`src/rtl/la_vdemux7_buf.sv`:
```
// la_vdemux7_buf
// Buffered 1-to-7 demultiplexer. A single N-bit stream is steered by a
// one-hot select to exactly one of seven consumers. A 2-entry FIFO sits
// between the input and output handshakes so input acceptance never depends
// combinationally on consumer readiness. Words whose select is not one-hot
// are consumed, dropped, flagged with a one-cycle err pulse and counted in a
// saturating counter.
//
// Ordering is strictly FIFO across all destinations: a stalled head blocks
// later words even if they are bound for a ready consumer.

module la_vdemux7_buf #(
   parameter int N    = 1,
   parameter int CW   = 8,
   parameter     PROP = "DEFAULT"
) (
   input  logic          clk,
   input  logic          reset,
   input  logic          in_valid,
   output logic          in_ready,
   input  logic [6:0]    in_sel,
   input  logic [N-1:0]  in_data,
   output logic [6:0]    out_valid,
   input  logic [6:0]    out_ready,
   output logic [N-1:0]  out_data,
   output logic          err,
   output logic [CW-1:0] err_cnt
);

   // Cell property is carried for library compatibility only; it has no
   // effect on behaviour.
   logic w_unusedProp;
   assign w_unusedProp = (PROP == "DEFAULT");

   // Storage: two entries of {sel, data} addressed by 1-bit pointers
   logic [6:0]    r_memSel  [2];
   logic [N-1:0]  r_memData [2];
   logic          r_wrPtr;
   logic          r_rdPtr;
   logic [1:0]    r_count;

   // Registered output and status state
   logic [6:0]    r_outValid;
   logic [N-1:0]  r_outData;
   logic          r_inReady;
   logic          r_err;
   logic [CW-1:0] r_errCnt;

   // Handshake and next-state helpers
   logic          w_selOneHot;
   logic          w_inFire;
   logic          w_push;
   logic          w_drop;
   logic          w_pop;
   logic [1:0]    w_nextCount;
   logic          w_nextRdPtr;
   logic          w_headFromInput;
   logic [6:0]    w_nextHeadSel;
   logic [N-1:0]  w_nextHeadData;

   // A select is legal only when exactly one bit is set; the
   // clear-lowest-bit trick avoids a population count.
   assign w_selOneHot = (in_sel != 7'd0) && ((in_sel & (in_sel - 7'd1)) == 7'd0);

   // Input side: accepted words either enter the FIFO or are dropped.
   assign w_inFire = in_valid & r_inReady;
   assign w_push   = w_inFire & w_selOneHot;
   assign w_drop   = w_inFire & ~w_selOneHot;

   // Output side: r_outValid is zero whenever the FIFO is empty, so only the
   // ready bit of the selected consumer can cause a pop.
   assign w_pop = |(r_outValid & out_ready);

   // Occupancy after this cycle's push/pop. Push is impossible at count 2
   // because r_inReady is low there.
   always_comb begin
      w_nextCount = r_count;
      case ({w_push, w_pop})
         2'b10:   w_nextCount = r_count + 2'd1;
         2'b01:   w_nextCount = r_count - 2'd1;
         default: w_nextCount = r_count;
      endcase
   end

   assign w_nextRdPtr = r_rdPtr ^ w_pop;

   // The next head is the word being pushed right now exactly when the next
   // read slot is the slot being written this cycle (FIFO empty, or one entry
   // that is popping while a new one arrives). Otherwise it is already stored.
   assign w_headFromInput = w_push && (w_nextRdPtr == r_wrPtr);

   always_comb begin
      w_nextHeadSel  = r_memSel[w_nextRdPtr];
      w_nextHeadData = r_memData[w_nextRdPtr];
      if (w_headFromInput) begin
         w_nextHeadSel  = in_sel;
         w_nextHeadData = in_data;
      end
   end

   // Write the pushed entry into the slot under the write pointer
   always_ff @(posedge clk or posedge reset) begin
      if (reset) begin
         r_memSel[0]  <= 7'd0;
         r_memSel[1]  <= 7'd0;
         r_memData[0] <= '0;
         r_memData[1] <= '0;
      end else if (w_push) begin
         r_memSel[r_wrPtr]  <= in_sel;
         r_memData[r_wrPtr] <= in_data;
      end
   end

   // Advance pointers and occupancy; reset discards every buffered entry
   always_ff @(posedge clk or posedge reset) begin
      if (reset) begin
         r_wrPtr <= 1'b0;
         r_rdPtr <= 1'b0;
         r_count <= 2'd0;
      end else begin
         r_wrPtr <= r_wrPtr ^ w_push;
         r_rdPtr <= w_nextRdPtr;
         r_count <= w_nextCount;
      end
   end

   // in_ready is a register of next-cycle space, so it is low during reset,
   // rises on the first edge after release and never follows out_ready
   // combinationally.
   always_ff @(posedge clk or posedge reset) begin
      if (reset) begin
         r_inReady <= 1'b0;
      end else begin
         r_inReady <= (w_nextCount != 2'd2);
      end
   end

   // Present the next head on the registered outputs. out_valid clears when
   // the FIFO empties but out_data keeps its last value.
   always_ff @(posedge clk or posedge reset) begin
      if (reset) begin
         r_outValid <= 7'd0;
         r_outData  <= '0;
      end else begin
         if (w_nextCount != 2'd0) begin
            r_outValid <= w_nextHeadSel;
            r_outData  <= w_nextHeadData;
         end else begin
            r_outValid <= 7'd0;
         end
      end
   end

   // Dropped words pulse err for one cycle and bump a saturating counter;
   // the pulse still fires once the counter has hit its ceiling.
   always_ff @(posedge clk or posedge reset) begin
      if (reset) begin
         r_err    <= 1'b0;
         r_errCnt <= '0;
      end else begin
         r_err <= w_drop;
         if (w_drop && (r_errCnt != {CW{1'b1}})) begin
            r_errCnt <= r_errCnt + CW'(1);
         end
      end
   end

   assign in_ready  = r_inReady;
   assign out_valid = r_outValid;
   assign out_data  = r_outData;
   assign err       = r_err;
   assign err_cnt   = r_errCnt;

endmodule

```
`config.mk`:
```
export PLATFORM = sky130hd
export DESIGN_NAME = la_vdemux7_buf
export DESIGN_NICKNAME = d
export VERILOG_FILES = /design/src/rtl/la_vdemux7_buf.sv
export SDC_FILE = /design/constraint.sdc
export NUM_CORES = 1
export LEC_CHECK = 0
export CAP_MARGIN = 25
export CELL_PAD_IN_SITES_DETAIL_PLACEMENT = 1
export CELL_PAD_IN_SITES_GLOBAL_PLACEMENT = 1
export CORE_MARGIN = 2
export CORE_UTILIZATION = 30
export CTS_BUF_LIST = sky130_fd_sc_hd__clkbuf_8
export DETAILED_ROUTE_END_ITERATION = 6
export PLACE_DENSITY_LB_ADDON = 0.2
export SLEW_MARGIN = 25
export SYNTH_ARGS = -nofsm -noshare
export SYNTH_HDL_FRONTEND = slang
export SYNTH_SLANG_ARGS = --single-unit
```
`constraint.sdc`:
```
create_clock -name clk -period 4 [get_ports clk]
set_clock_uncertainty 0.05 [all_clocks]
set_input_delay 0.4 -clock clk [delete_from_list [all_inputs] [get_ports clk]]
set_output_delay 0.4 -clock clk [all_outputs]
set_load 0.005 [all_outputs]
```
==> results.toml <==
[floorplanning]
io_pins = 36
die_w_um = 81.7
dieArea_um2 = 6680
std_cell_rows = 28
core_area_um2 = 5890
start_util_pct = 30.8
die_y_um = 81.7

[route]
highest_layer = "met4"
drc = 0
dr.pass1.iters = 4
routed_wl_mm = 3.99
wl_per_cell_um = 15.6
routed-wl-met3_um = 126
routed-wl-met2_mm = 2.03
vias = 1214
ant_nets = 0
wl_met1_mm = 1.78
viasPerCell = 4.74
drtIter0Drc = 32

[clock_network]
clk_path_buf_depth = 2
clk_pin_slew_worst_paths_ns = 0.07
cts_root_buf = "clkbuf_8"
cts_resized = 0
numCtsBuffers = 5
cts_tree = "done"
cts-hold-fix-buffers = 0
clock-sinks = 38
cts_setup_buffers = 0
insertion_delay_ns = 0.29
htree_num_levels = 2

[timing]
relSlewSlack_pct = 56.4
slew_violations = 0
setup_viol = 0
worst_pin_slew_ns = 0.651
rsz0062_at_grt = "false"
clock.fmax_mhz = 316
period_share_pct = 79.1
hold_ws_ns = 0.439
hold_violations = 0
tns_ns = 0
layout_min_cycle_time_ns = 3.16

[run_status]
status = "finished, final reports clean"

[layout]
register_area_um2 = 951
final_nets = 202
areaGrowthSynthToFinish_pct = 31.8
nFillCells = 644
multi_input_area_um2 = 823
diodes = 0
layout-drive-gt1-share_pct = 18.8

[min_path]
hp-class = "reg2reg"
holdPathStages = 1

[yosys]
yosysTopAreaCellShare_pct = 52.5
synthAdderAreaFrac_pct = 2.76
syn_area_um2 = 1810
synth_common_cells = "dfrtp_1, mux2_2, nor2_1"
synth_compound_area_share_pct = 7.11
yosysSeqAreaShare_pct = 52.5
synth-simple-area-share_pct = 12.0
synth.most_common_cell = "dfrtp_1"
syn-instance-count = 140
synth_largest_area_cell = "dfrtp_1"
synth.area.mux_share_pct = 15.8
synth_top_family_by_area = "multiplexers"
synth_seq_cells = 38
synth-edff-count = 0
yosys_warnings = 0
synth_top_flop_cell = "dfrtp_1"
avgSynthCellArea_um2 = 12.9
syn-num-nets = 162
synthArstFlopShare_pct = 100
synth-xor-area-share_pct = 7.73
synth.area.top_cells = "dfrtp_1, mux2_2, mux2i_1"
ys_types = 32

[power_and_ir_drop]
power.leakage_nw = 1.04
irDropWorstVdd_v = 0.000275
p_per_area_nw_per_um2 = 741

[setup_path]
worst_setup_path_end_kind = "register"
cpMostUsedCell = "nor2_1"
reg2reg_slack_ns = 1.46
required_ns = 4.08
cp-startpoint = "in_sel[2]"
reg2reg_to = "out_valid[5]$_DFF_PP0_"
cp-start-kind = "input pin"
cp.arrival_ns = 3.24
crit_path_max_fanout = 9
cpPeakStageDelay_ns = 0.54
path_buf_inv = 1
reg2reg_from = "out_valid[0]$_DFF_PP0_"
critPathTopFamily = "simple AND/OR/NAND/NOR gates"
path_cells = "clkdlybuf4s50_1 -> a211oi_1 -> nor2_1 -> nor4b_4 -> o21ai_0 -> ha_1 -> xnor2_1 -> nor2_1 -> xor2_1 -> nor2_1 -> a211oi_1"
critical_path_class = "in2reg"
worstRegToRegCells = 8
cp_slowest_cell = "clkdlybuf4s50_1"
cp.depth = 11
crit_end = "out_valid[5]$_DFF_PP0_"

[grt]
gr-total-overflow = 0
grt_pass1_wl_mm = 6.44
antenna_found_initial = 0
grt_use_total_pct = 13.1
grt_pass1_vias = 1292
grt_max_degree = 39

[flow_run]
maxCapViolations = 0

[placed_design]
gp_congestion = 0.738
io_buffers = 35
hpwlAfterDp_mm = 3.03
==> final cells by class <==
cell class	count	share of cell area (%)
timing repair buffer	36	15.0
clock buffer	6	3.46
sequential	38	39.8
clock inverter	2	2.52
tap	75	3.93
multi-input combinational	94	34.5
inverter	5	0.786
==> layout by cell type, fill, tap and decap left out, types with 3 or more instances in the layout <==
master	n
nor2_1	11
a211oi_1	9
clkbuf_8	6
nand4_1	3
ha_1	4
dfrtp_1	38
and3_1	3
nand3_1	5
clkdlybuf4s50_1	35
xnor2_1	9
mux2_2	16
inv_1	5
mux2i_1	8
nand2_1	3
==> how the worst min path moves through the flow <==
stage / start / end
5_1_grt: r_count[1]$_DFF_PP0_ / r_count[1]$_DFF_PP0_
6_report: r_count[1]$_DFF_PP0_ / r_count[1]$_DFF_PP0_
2_1_floorplan: r_count[1]$_DFF_PP0_ / r_count[1]$_DFF_PP0_
4_1_cts: r_count[1]$_DFF_PP0_ / r_count[1]$_DFF_PP0_
3_3_place_gp: r_count[1]$_DFF_PP0_ / r_count[1]$_DFF_PP0_
3_5_place_dp: r_count[1]$_DFF_PP0_ / r_count[1]$_DFF_PP0_
==> sequential cells by signal, summed over array words and instances (netlist names), 2 cells and up <==
name	flops
err_cnt	8
out_valid	7
r_count	2
r_memData	2
r_memSel	14
==> worst register-to-register path, delay by kind of cell, from the launching register on <==
kind	cells	cell delay, ns
simple gates	3	0.85
compound gates	2	0.51
flops	1	0.39
xor+xnor	2	0.32
fa+ha+maj	1	0.27
==> routing by layer <==
layer	vias to the layer above	GRT usage (%)
li1	579	-
met1	612	16.5
met2	17	21.6
met3	6	3.41
met4	0	5.00
met5	-	0
==> per-stage QoR <==
| step | total power, mW | cells | setup WS, ns | cell area, µm² | util [%] |
|---|---|---|---|---|---|
| final | 1.77 | 256 | 0.838 | 2390 | 40.6 |
| after global routing | 1.90 | 256 | 0.512 | 2390 | 40.6 |
| after CTS | 1.81 | 256 | 0.824 | 2390 | 40.6 |
| after detailed placement | 1.40 | 248 | 0.519 | 2240 | 38.1 |
| after global placement | 1.37 | 248 | 0.637 | 2240 | 38.1 |
| after floorplan | 1.12 | 140 | 1.51 | 1810 | - |
==> power by group <==
part	leakage, nW	switching, mW	internal (mW)
logic	0.487	0.323	0.392
registers	0.483	0.110	0.548
clock network	0.0714	0.130	0.266
total	1.04	0.563	1.21
==> cell families after synthesis <==
logic type,count (synthesis)
adder cells (fa/ha/maj),4
AND/OR/NAND/NOR,35
XOR/XNOR,13
multiplexers,26
buffers and inverters,8
flip-flops,38
AO/OA/AOI/OAI,16
Note: power is estimated with default switching activity, not from simulation.
